==> src/rtl/timer_pkg.sv <==
// Shared definitions for the microwave timer: keypad codes, controller states
// and a digit-key classifier.
package timer_pkg;

  localparam int unsigned DEFAULT_DIGITS = 4;

  localparam logic [3:0] KEY_START = 4'hA;
  localparam logic [3:0] KEY_STOP  = 4'hB;
  localparam logic [3:0] KEY_CLEAR = 4'hC;

  typedef enum logic [2:0] {
    ST_IDLE  = 3'd0,
    ST_LOAD  = 3'd1,
    ST_RUN   = 3'd2,
    ST_PAUSE = 3'd3,
    ST_DONE  = 3'd4
  } state_t;

  function automatic logic is_digit_key(input logic [3:0] code);
    return (code <= 4'd9);
  endfunction

endpackage

==> src/rtl/bcd_entry_shift.sv <==
// Nibble-wide shift register that accumulates keypad digits, MSD in the top
// nibble; new digits enter at the bottom and the oldest MSD falls off.
module bcd_entry_shift #(
  parameter int unsigned DIGITS = 4
) (
  input  logic                  clk,
  input  logic                  rst,
  input  logic                  shift_en,
  input  logic                  clr,
  input  logic [3:0]            din,
  output logic [4*DIGITS-1:0]   q
);

  logic [4*DIGITS-1:0] q_next;

  generate
    if (DIGITS == 1) begin : g_single
      assign q_next = din;
    end else begin : g_multi
      assign q_next = {q[4*DIGITS-5:0], din};
    end
  endgenerate

  // Clear wins over shift so a simultaneous request can never leave stale digits.
  always_ff @(posedge clk or negedge rst) begin
    if (!rst) begin
      q <= '0;
    end else if (clr) begin
      q <= '0;
    end else if (shift_en) begin
      // NOTE: non-blocking assignment so every flop samples pre-edge values,
      // which is what makes the shift behave as a register chain.
      q <= q_next;
    end
  end

endmodule

==> src/rtl/timer_entry_ctrl.sv <==
// Keypad entry and run controller: builds the BCD MM:SS preset, then loads and
// enables the downstream down-counter chain until it reports all-zero.
module timer_entry_ctrl
  import timer_pkg::*;
#(
  parameter int unsigned DIGITS = DEFAULT_DIGITS
) (
  input  logic                  clk,
  input  logic                  rst,
  input  logic                  key_valid,
  input  logic [3:0]            key_code,
  input  logic                  tick,
  input  logic                  zero_in,
  output logic [4*DIGITS-1:0]   preset,
  output logic                  load,
  output logic                  enablen,
  output logic                  running,
  output logic                  done
);

  state_t state, state_next;
  logic   shift_en;
  logic   clr;

  logic key_digit, key_start, key_stop, key_clear;
  logic preset_nz;

  // Codes D..F match none of these decodes, so they fall through as no-ops.
  assign key_digit = key_valid && is_digit_key(key_code);
  assign key_start = key_valid && (key_code == KEY_START);
  assign key_stop  = key_valid && (key_code == KEY_STOP);
  assign key_clear = key_valid && (key_code == KEY_CLEAR);
  assign preset_nz = |preset;

  bcd_entry_shift #(
    .DIGITS(DIGITS)
  ) u_entry (
    .clk      (clk),
    .rst      (rst),
    .shift_en (shift_en),
    .clr      (clr),
    .din      (key_code),
    .q        (preset)
  );

  always_ff @(posedge clk or negedge rst) begin
    if (!rst) begin
      state <= ST_IDLE;
    end else begin
      state <= state_next;
    end
  end

  always_comb begin
    // NOTE: every signal gets a default before the case so no path leaves one
    // unassigned, which would otherwise infer a latch.
    state_next = state;
    shift_en   = 1'b0;
    clr        = 1'b0;

    unique case (state)
      ST_IDLE: begin
        if (key_clear) begin
          clr = 1'b1;
        end else if (key_digit) begin
          shift_en = 1'b1;
        end else if (key_start && preset_nz) begin
          state_next = ST_LOAD;
        end
      end
      ST_LOAD: begin
        state_next = ST_RUN;
      end
      ST_RUN: begin
        // CLEAR beats the chain finishing, which beats STOP.
        if (key_clear) begin
          clr        = 1'b1;
          state_next = ST_IDLE;
        end else if (zero_in) begin
          state_next = ST_DONE;
        end else if (key_stop) begin
          state_next = ST_PAUSE;
        end
      end
      ST_PAUSE: begin
        if (key_clear) begin
          clr        = 1'b1;
          state_next = ST_IDLE;
        end else if (key_start) begin
          state_next = ST_RUN;
        end
      end
      ST_DONE: begin
        clr        = 1'b1;
        state_next = ST_IDLE;
      end
      default: begin
        state_next = ST_IDLE;
      end
    endcase
  end

  assign load    = (state == ST_LOAD);
  assign running = (state == ST_RUN);
  assign done    = (state == ST_DONE);
  // Ticks only reach the chain in RUN, so one arriving during LOAD is dropped.
  assign enablen = !((state == ST_RUN) && tick);

endmodule

==> config.mk <==
export PLATFORM = sky130hd
export DESIGN_NAME = timer_entry_ctrl
export DESIGN_NICKNAME = d
export VERILOG_FILES = /design/src/rtl/timer_pkg.sv /design/src/rtl/bcd_entry_shift.sv /design/src/rtl/timer_entry_ctrl.sv
export SDC_FILE = /design/constraint.sdc
export NUM_CORES = 1
export LEC_CHECK = 0
export CAP_MARGIN = 5
export CORE_MARGIN = 2
export CORE_UTILIZATION = 45
export CTS_BUF_LIST = sky130_fd_sc_hd__clkbuf_16
export DETAILED_ROUTE_END_ITERATION = 6
export PLACE_DENSITY = 0.8
export SYNTH_ARGS = -nofsm -noshare
export SYNTH_HDL_FRONTEND = slang
export SYNTH_HIERARCHICAL = 1
export SYNTH_SLANG_ARGS = --single-unit
==> constraint.sdc <==
create_clock -name clk -period 3.7 [get_ports clk]
set_clock_uncertainty 0.05 [all_clocks]
set_input_delay 0.37 -clock clk [delete_from_list [all_inputs] [get_ports clk]]
set_output_delay 0.37 -clock clk [all_outputs]
set_load 0.05 [all_outputs]
Yosys cells after proc, flatten, opt, wreduce, memory -nomap -nowiden
Cells that the tools add are included.
{"block": "word_totals", "ff_bits": 19, "latch_bits": 0, "mem_bits_rw": 0, "romBits": 0, "in_bits": 9, "out_inout_bits": 20, "word_cells": 43, "memories": 0}
{"block": "classes", "n_addsub": 0, "multipliers": 0, "div": 0, "magnitude_cmp": 1, "eq_ne": 12, "shifts": 0, "n_mux": 16, "bitwise_logic": 0, "reduce_logical": 12}
{"op": "$mux 16", "count": 2}
{"op": "$mux 3", "count": 8}
{"op": "$reduce_or 16->1", "count": 1}
{"op": "$eq 4x4->1 const B", "count": 3}
{"op": "$pmux 3 s4", "count": 1}
{"op": "$eq 3x2->1 const B", "count": 2}
{"op": "$logic_and 1x1->1", "count": 6}
{"op": "$ne 2x2->1 const B", "count": 3}
{"op": "$reduce_and 5->1", "count": 1}
{"op": "$le 4x4->1 const B", "count": 1}
{"op": "$mux 1", "count": 4}
{"op": "$ne 4x2->1 const B", "count": 1}
{"op": "$eq 3x1->1 const B", "count": 1}
{"op": "$eq 3x3->1 const B", "count": 1}
{"op": "$logic_not 3->1", "count": 1}
{"op": "$ne 3x3->1 const B", "count": 1}
{"op": "$reduce_or 3->1", "count": 1}
{"op": "$pmux 1 s2", "count": 1}
{"op": "$reduce_bool 2->1", "count": 1}
{"op": "$logic_not 1->1", "count": 1}

Longest topological paths before layout
{"block": "depth", "depth_word": 7, "depth_mapped": 7, "depth_no_buf": 5}

Cells and area by module
The synthesis kept the hierarchy.
{"module": "bcd_entry_shift", "n_inst": 1, "cells_each": 52, "area_per_inst_um2": 660.6, "seq_area_each_um2": 400.4}
{"module": "timer_entry_ctrl", "n_inst": 1, "cells_each": 37, "area_per_inst_um2": 302.8, "seq_area_each_um2": 75.1}

Least setup slack after synthesis
Ideal clock, no wire load.
{"block": "synth_timing", "path_type": "reg2out", "startpoint": "register state[1]", "endpoint": "output port enablen", "arrival_time_ns": 2.563, "required_ns": 3.280, "slack_ns": 0.717, "path_stages_with_launch": 4, "path_buffers": 1, "path_cell_list": "dfrtp_1 -> clkbuf_1 -> nor3b_1 -> nand2_1"}
{"block": "synth_between", "elab_chain_len": 3}
{"item": "from (decl)", "line": "timer_entry_ctrl.sv:21", "source": "state_t state, state_next;"}
{"item": "from (signal assigned)", "line": "timer_entry_ctrl.sv:50", "source": "state <= state_next;"}
{"item": "$eq 3x2->1"}
{"item": "named net running", "line": "timer_entry_ctrl.sv:17", "source": "output logic running,"}
{"item": "$logic_and 1x1->1", "line": "timer_entry_ctrl.sv:107", "source": "assign enablen = !((state == ST_RUN) && tick);"}
{"item": "$logic_not 1->1", "line": "timer_entry_ctrl.sv:107"}
{"item": "to (decl)", "line": "timer_entry_ctrl.sv:16", "source": "output logic enablen,"}
The timed path passes the listed nets, and every way through them passes these cells.

Final worst setup path
{"block": "layout_timing", "startpoint": "register state[1]", "endpoint": "output port running"}
{"block": "layout_between", "elab_chain_len": 1}
{"item": "$eq 3x2->1", "line": "timer_entry_ctrl.sv:104", "source": "assign running = (state == ST_RUN);"}
{"item": "to (decl)", "line": "timer_entry_ctrl.sv:17"}
No other way between the ends.

==> metrics.txt <==
Clk pin slew, worst setup/hold paths=50 ps; switching pwr=687.3 uW; fin crit share=67.60%; worst-path maximum fanout=10; Initial Utilization=48.61%; most common cell in the netlist=dfrtp_1; DR WL/cell=15.53 microns; Gate Count Post-Synth=89; #FFs+latches synth=19; first-pass GRT wire length=3574 microns; Fin. Hold Viols=0; largest net degree at the start of global routing=20; most frequent cells after synthesis=dfrtp_1 (19), mux2i_1 (17), nor2_1 (17), nor4_1 (4); total CTS buffers=3; antenna violations before repair=0; Overall Global Routing Usage=18.88%; layout cells sized above 1=6.087%; crit start category=register; Routed Antenna Nets=0; Critical path destination=running; Reg-to-Reg Start=state[1]; fin util=66.54%; critical path class=register to output port; H-tree Lvls=1; Worst R2R End=u_entry/q[1]; DRC Markers=0; WL final=2205 microns; final slew viol count=0; Worst Reg2Reg Path Length in Cells=4; setup TNS=0 ps; Critical Path Start=state[1]; crit path DAT=2080 ps; top cell type's share of synthesized area=49.35%; synth unique cells=28; Internal Pwr Total=718.4 uW; vias per cell=5.437; Post-CTS Setup Bufs=0; Max Fclk=0.3998 GHz; RSZ-0062 raised after global routing=no; clock latency on the worst-skew pair=250 ps; Worst Max-Slew Pin Slew=840.3 ps; post-CTS sizing=0; min cycle time layout=2501 ps; Die Footprint=0.002527 sq mm; ranking of synthesized cells by area=dfrtp_1 (49%), mux2i_1 (18%), nor2_1 (6.6%), nor4_1 (2.6%), nor3b_1 (2.3%); nets=125; DR iter-0 viols=14; CTS tree=yes; DR pass1 iterations=5; Overflow after GRT=0; Seq/Total Area, Yosys=49.35%; Slew HR=43.80%; root buf cell=clkbuf_16; clock buffer depth=2; Synth Net Count=98; synth warn=6; asr flop ratio synth=100.0%; Die Width=50.27 microns; HPWL Detailed=1430 microns; Post-synth EDFFs=0; PortBufs=28; Hold-fix buffers, CTS=0; diode count=0; Setup crit end kind=output port; vias in the first global route=766; hold crit path type=register to register; die height=50.27 microns; Syn-to-layout area delta=36.88%; cell taking the most area after synthesis=dfrtp_1; part of the power in the clock network=15.5%; CP required=3280 ps; VDD IR-drop max=0.0006979 V; GPL Wtd Cong=0.7174; Avg Cell Area, Syn=10.82 sq um; via count=772; dominant register cell in the synthesized netlist=dfrtp_1; max_cap viols=0; Gate power share=55.1%; clock sink count=19; synthesized cell area=963.4 sq um; reg-to-reg slack, setup=2080 ps; core area=0.001982 sq mm; Seq pwr share=29.4%; final setup fails=0; # IOs=29; switching share of total power=48.89%; LEAKAGE=0.5671 nW; status=completed; power per cell area=1066 mW/mm^2; Core Rows=16
-- flip-flops by register name, summed over array words and instances (netlist names) --
register	cells
state	3
u_entry/q	16
-- critical path, stage by stage, from the launching register on --
cell,delay [ps]
dfrtp_1,540
nor3b_1,400
clkdlybuf4s50_1,890
-- cells in the final DEF, fill, tap and decap left out, drive strengths merged, types with 2 or more instances in the layout --
master,n
a211oi,2
a21o,2
clkbuf,3
clkdlybuf4s50,28
dfrtp,19
inv,2
mux2i,17
nand2,3
nor2,17
nor3b,3
nor4,4
nor4b,2
o21ai,2
-- power by group through the flow --
stage	logic [mW]	registers, mW	clock network, mW
after CTS	0.777	0.411	0.221
final	0.774	0.413	0.218
after detailed placement	0.766	0.412	0
after global placement	0.762	0.408	0
after floorplan	0.305	0.634	0
after global routing	0.813	0.427	0.229
-- per-layer routing --
metal | vias to the layer above | GRT usage [%] | routed length, microns
li1 | 367 | - | -
met1 | 383 | 24.90 | 994
met2 | 20 | 31.14 | 1122
met3 | 2 | 2.976 | 69
met4 | 0 | 6.944 | 19
met5 | - | 0 | 0
-- layout make-up --
class	instances	area, sq um
flip-flops and latches	19	475.5
inverters	1	3.754
repair buffers	29	287.8
multi-input cells	62	439.2
clock inverters	1	3.754
well taps	27	33.78
clock buffers	3	75.07
fillers	156	663.1
-- kinds of logic after synthesis --
group | after synthesis | share of synthesized area, %
flops | 19 | 49.35
compound gates | 9 | 7.530
buf+inv | 8 | 5.713
mux | 17 | 17.66
simple gates | 36 | 19.74
-- through the flow --
step / power [mW] / hold WS, ps / cell area [sq um] / worst slack (ps) / instances
after CTS: 1.410 / 512.8 / 1319 / 1224 / 142
after global placement: 1.171 / 482.1 / 1240 / 1532 / 138
after global routing: 1.468 / 553.2 / 1319 / 1153 / 142
after floorplan: 0.9393 / 24.41 / 963.4 / 717.0 / 89
after detailed placement: 1.178 / 499.2 / 1240 / 1444 / 138
final: 1.406 / 507.8 / 1319 / 1199 / 142
-- how the worst min path moves through the flow --
stage	startpoint	end	slack, ps	cells past startpoint
finish	u_entry/q[14]	u_entry/q[14]	510	2
global placement	u_entry/q[14]	u_entry/q[14]	480	2
detailed placement	u_entry/q[14]	u_entry/q[14]	500	2
CTS	u_entry/q[14]	u_entry/q[14]	510	2
global route	u_entry/q[12]	u_entry/q[12]	550	2
floorplan	rst	state[0]	20	0
(Power assumes the default switching activity.)
==> patch 1, RTL diff (same flow settings) <==
Set the package constant `DEFAULT_DIGITS` to 8 (it was 4).
--- a/src/rtl/timer_pkg.sv
+++ b/src/rtl/timer_pkg.sv
@@ -3,5 +3,5 @@
 package timer_pkg;
 
-  localparam int unsigned DEFAULT_DIGITS = 4;
+  localparam int unsigned DEFAULT_DIGITS = 8;
 
   localparam logic [3:0] KEY_START = 4'hA;
Interface: changed (resized preset); port bits go from 29 to 45. The function was not compared with the original's and may differ.
==> patch 1 against the original RTL <==
Critical path depth stayed put. Wire length rose by 71%. Count of clock-buffer cells in the layout increased by 2. Cell area rose by 73%. Power grew 54%. Worst setup slack gained 0.17 ns. Core utilization fell by 3.8 points. Sequential cell count up 16. Cell count rose by 66%. Synthesized area grew 74%. Critical path type unchanged. Largest cell class unchanged.
==> patch 1: results (changes against the original RTL) <==
logic_synthesis:
  synth_fp_nets: 153  # was 98
  async_flop_share_pct: 100  # unchanged
  synth_cell_types: 26  # was 28
  ys_top_cells_by_area: "dfrtp_1, mux2i_1, nor2_1, buf_12, nor4_1"  # was dfrtp_1, mux2i_1, nor2_1, nor4_1, nor3b_1
  synth_warnings: 6  # unchanged
  synthFlopType: "dfrtp_1"  # unchanged
  ys_top_cells_by_count: "dfrtp_1, nor2_1, mux2i_1"  # was dfrtp_1, mux2i_1, nor2_1
  yosysSeqAreaShare_pct: 52.1  # was 49.4%
clock_tree:
  cts_max_level: 2  # was 1
  cts-root-to-sink-buffers: 2  # unchanged
  clock_latency_ns: 0.29  # was 0.25 ns
  clkTransAtPathRegs_ns: 0.06
  numCtsBuffers: 5  # was 3
  cts_root_buf: "clkbuf_16"  # unchanged
  cts_resized: 0  # unchanged
  cts_setup_buffers: 0  # unchanged
finish:
  nNetsFinal: 196  # was 125
  drive_gt1_share_pct: 7.45  # was 6.09%
  n_antenna_cell: 0  # unchanged
  reg.largest.list: "u_entry/q: 32 flops, state: 3 flops"  # was u_entry/q: 16 flops, state: 3 flops
  n_fill_cell: 297  # was 156
pwr:
  leakage_uw: 0.000989  # was 0.000567 uW
  vdd_drop_max_mv: 0.593  # was 0.698 mV
placement:
  place_congestion: 0.869  # was 0.717
  portBuffers: 44  # was 28
  placed_cell_area_um2: 2090  # was 1240 um2
  dpl.hpwl_um: 2540  # was 1430 um
min_path:
  hold_class: "primary input to asynchronous set/reset pin"  # was register to register
grt:
  antenna_found_initial: 0  # unchanged
  grt_pass1_vias: 1226  # was 766
  gr-usage-all-layers_pct: 19.2  # was 18.9%
  grt_max_degree: 36  # was 20
  grt_pass1_wl_um: 6070  # was 3570 um
critical_path:
  critPathKind: "register to output port"  # unchanged
  path_delay_family: "buffers and inverters"  # unchanged
  crit_slowest_cell: "clkdlybuf4s50_1"  # unchanged
  slowest_delay_ns: 0.84  # was 0.89 ns
  arrival_ns: 1.91  # was 2.08 ns
  cp_max_fo: 9  # was 10
  r2r-start: "state[0]"  # was state[1]
routing:
  vias: 1273  # was 772
  wl_per_cell_um: 16.0  # was 15.5 um
  drt_iter0_drc: 77  # was 14
  drtPass1Iterations: 4  # was 5
outcome:
  status: "complete, no violations"  # unchanged
sta:
  worst_pin_slew_ns: 0.947  # was 0.840 ns
==> patch 1: worst reg2reg max path, cell delays in order, from the launching register on <==
cell     delay, ns
dfrtp_1       0.51
nor3_1        0.27
and3_2        0.85
mux2i_1       0.34
nor2_1        0.08
==> patch 1: final cells by class <==
cell class | instances | area share (%)
inverter | 1 | 0.165
clock inverter | 3 | 2.96
multi-input combinational | 98 | 30.4
tap | 48 | 2.63
sequential | 35 | 38.4
timing repair buffer | 46 | 20.0
clock buffer | 5 | 5.49
==> patch 1: cells by family after synthesis <==
| group | count (synthesis) | synth area share [%] |
|---|---|---|
| AND/OR/NAND/NOR | 55 | 16.9 |
| flip-flops | 35 | 52.1 |
| multiplexers | 33 | 19.7 |
| buffers and inverters | 11 | 6.78 |
| AO/OA/AOI/OAI | 8 | 3.50 |
| XOR/XNOR | 2 | 1.04 |
==> patch 1: metrics by stage <==
step | instances | utilization [%] | worst slack, ns
after floorplan | 144 | - | 1.63
after global placement | 228 | 57.4 | 1.28
after detailed placement | 228 | 57.4 | 1.16
after CTS | 236 | 62.7 | 1.36
after global routing | 236 | 62.7 | 1.29
final | 236 | 62.7 | 1.37
==> patch 1: layer usage <==
metal	up-vias	wire length (um)	global-route usage, %
met2	44	1840	29.9
met5	-	0	0
met3	6	195	6.34
met1	632	1670	24.8
li1	591	-	-
met4	0	59	7.81
==> patch 1: power breakdown <==
group	total, uW	switching [uW]	internal (uW)
Clock	545	159	386
Sequential	637	149	488
Combinational	980	624	356
==> patch 1: path summary, 6_finish.rpt <==
| kind | end | slack (ns) | cells past startpoint |
|---|---|---|---|
| setup / recovery | running | 1.37 | 2 |
| hold / removal | u_entry/q[7] | 0.45 | 2 |
| setup reg to reg | u_entry/q[20] | 1.48 | 4 |
| hold reg to reg | u_entry/q[31] | 0.51 | 2 |
| max in group asynchronous | u_entry/q[27] | 2.85 | 2 |
| min in group clk | u_entry/q[31] | 0.51 | 2 |
==> patch 2, RTL diff (same flow settings) <==
Made on the original files. The 5 states of `state_t` get a Gray code encoding in 3 bits.
--- a/src/rtl/timer_pkg.sv
+++ b/src/rtl/timer_pkg.sv
@@ -10,9 +10,9 @@
 
   typedef enum logic [2:0] {
-    ST_IDLE  = 3'd0,
-    ST_LOAD  = 3'd1,
-    ST_RUN   = 3'd2,
-    ST_PAUSE = 3'd3,
-    ST_DONE  = 3'd4
+    ST_IDLE  = 3'b000,
+    ST_LOAD  = 3'b001,
+    ST_RUN   = 3'b011,
+    ST_PAUSE = 3'b010,
+    ST_DONE  = 3'b110
   } state_t;
 
Function: no difference found for any inputs over 10 cycles, from zero or initial values and one cycle with rst low; not proved beyond that.
==> patch 2 against the original RTL <==
Worst hold slack better by 0.012 ns. Global-route usage about the same. Cell area down 1.7%. Combinational power down 17%. Power down 11%. Count of clock-buffer cells in the layout unchanged. Critical path depth up 1. Die area down 3.0%. Non-clock buffer count unchanged. Synthesized area down 3.2%. Wire length down 4.5%. Via count down 4.8%. Worst setup slack better by 0.19 ns. Sequential cell count unchanged. Largest power group unchanged. Highest routed layer is now met3.
==> patch 2: results (changes against the original RTL) <==
outcome:
  status: "complete, no violations"  # unchanged
clock_tree:
  cts_root_buf: "clkbuf_16"  # unchanged
  cts-root-to-sink-buffers: 2  # unchanged
placement:
  placed_cell_area_um2: 1210  # was 1240 um2
  dpl.hpwl_um: 1470  # was 1430 um
  place_congestion: 0.790  # was 0.717
grt:
  antenna_found_initial: 0  # unchanged
  grt_pass1_wl_um: 3590  # was 3570 um
  gr-usage-all-layers_pct: 18.9  # about the same
  grt_overflow: 0  # unchanged
  grt_pass1_vias: 751  # was 766
finish:
  reg.largest.list: "u_entry/q: 16 flops, state: 3 flops"  # unchanged
  drive_gt1_share_pct: 9.57  # was 6.09%
  n_fill_cell: 171  # was 156
pwr:
  vdd_drop_max_mv: 0.598  # was 0.698 mV
  power_switching_uw: 585  # was 687 uW
  leakage_uw: 0.000544  # was 0.000567 uW
logic_synthesis:
  synth_fp_nets: 95  # was 98
  yosysSeqAreaShare_pct: 51.0  # was 49.4%
  synth_cell_types: 24  # was 28
  ys_top_cells_by_area: "dfrtp_1, mux2i_1, nor2_1, nor4_1, buf_12"  # was dfrtp_1, mux2i_1, nor2_1, nor4_1, nor3b_1
  synthFlopType: "dfrtp_1"  # unchanged
  ys_top_cells_by_count: "nor2_1, dfrtp_1, mux2i_1"  # was dfrtp_1, mux2i_1, nor2_1
routing:
  drtPass1Iterations: 6  # was 5
  detail-route-antenna-nets: 0  # unchanged
  wl_um: 2110  # was 2210 um
  vias: 735  # was 772
min_path:
  hp-start: "u_entry/q[15]"  # was u_entry/q[14]
  hold_class: "register to register"  # unchanged
critical_path:
  worstSetupStartpoint: "state[2]"  # was state[1]
  arrival_ns: 1.89  # was 2.08 ns
  cp_max_fo: 7  # was 10
  crit_slowest_cell: "clkdlybuf4s50_1"  # unchanged
  slowest_delay_ns: 0.83  # was 0.89 ns
flow_run:
  drv_cap: 0  # unchanged
sta:
  relSlewSlack_pct: 44.5  # was 43.8%
==> patch 2: cell types whose count changed after synthesis, sizes merged, moves of 2 or more <==
cell	before	now
a21o	2	0
clkbuf	3	0
nor3b	3	0
nor2	17	20
nor4b	2	0
a211oi	2	0
==> patch 2: per-layer routing <==
| metal | vias to the layer above | track usage (%) | part of all wire (%) |
|---|---|---|---|
| li1 | 363 | - | - |
| met3 | 0 | 3.64 | 3.7 |
| met2 | 18 | 29.5 | 49 |
| met5 | - | 0 | 0 |
| met4 | 0 | 4.17 | 0 |
| met1 | 354 | 27.4 | 47 |
==> patch 2: final timing paths <==
path                                       to  slack [ns]  cells after the start
worst max-delay path                  running        1.39                      3
worst min-delay path            u_entry/q[15]        0.52                      2
max in group asynchronous            state[2]        2.54                      1
worst max register to register   u_entry/q[7]        1.92                      4
worst min register to register  u_entry/q[15]        0.52                      2
min in group asynchronous       u_entry/q[15]        0.55                      1
==> patch 2: cell families (layout without fill, tap and decap cells) <==
kind of cell / after synthesis / after routing / synth area share [%]
compound gates: 6 / 6 / 5.10
simple gates: 39 / 39 / 20.9
mux: 17 / 17 / 18.3
buf+inv: 5 / 34 / 4.70
flops: 19 / 19 / 51.0
==> patch 2: area by class of cell <==
cell class                 count  share of cell area, %
tap                           27                   2.61
inverter                       1                  0.290
sequential                    19                   36.7
multi-input combinational     62                   31.9
clock buffer                   3                   5.79
timing repair buffer          29                   22.2
clock inverter                 1                  0.579
==> patch 2: metrics by stage <==
stage                     setup slack, ns  cells  hold WS [ns]
after detailed placement             1.48    138         0.498
after global routing                 1.32    142         0.558
after global placement               1.53    138         0.490
after CTS                            1.39    142         0.518
final                                1.39    142         0.520
after floorplan                      1.45     86        0.0244
==> patch 2: power groups by stage <==
stage                     logic, uW  registers (uW)  clock network [uW]
after floorplan                 198             613                   0
after global placement          628             382                   0
after detailed placement        635             382                   0
after CTS                       644             383                 228
after global routing            672             399                 238
final                           639             383                 222
==> patch 2: tightest hold or removal path, delay by kind of cell, from the launching register on <==
family	cells	cell delay (ns)
DFF	1	0.37
and+or+nand+nor	1	0.08
muxes	1	0.08
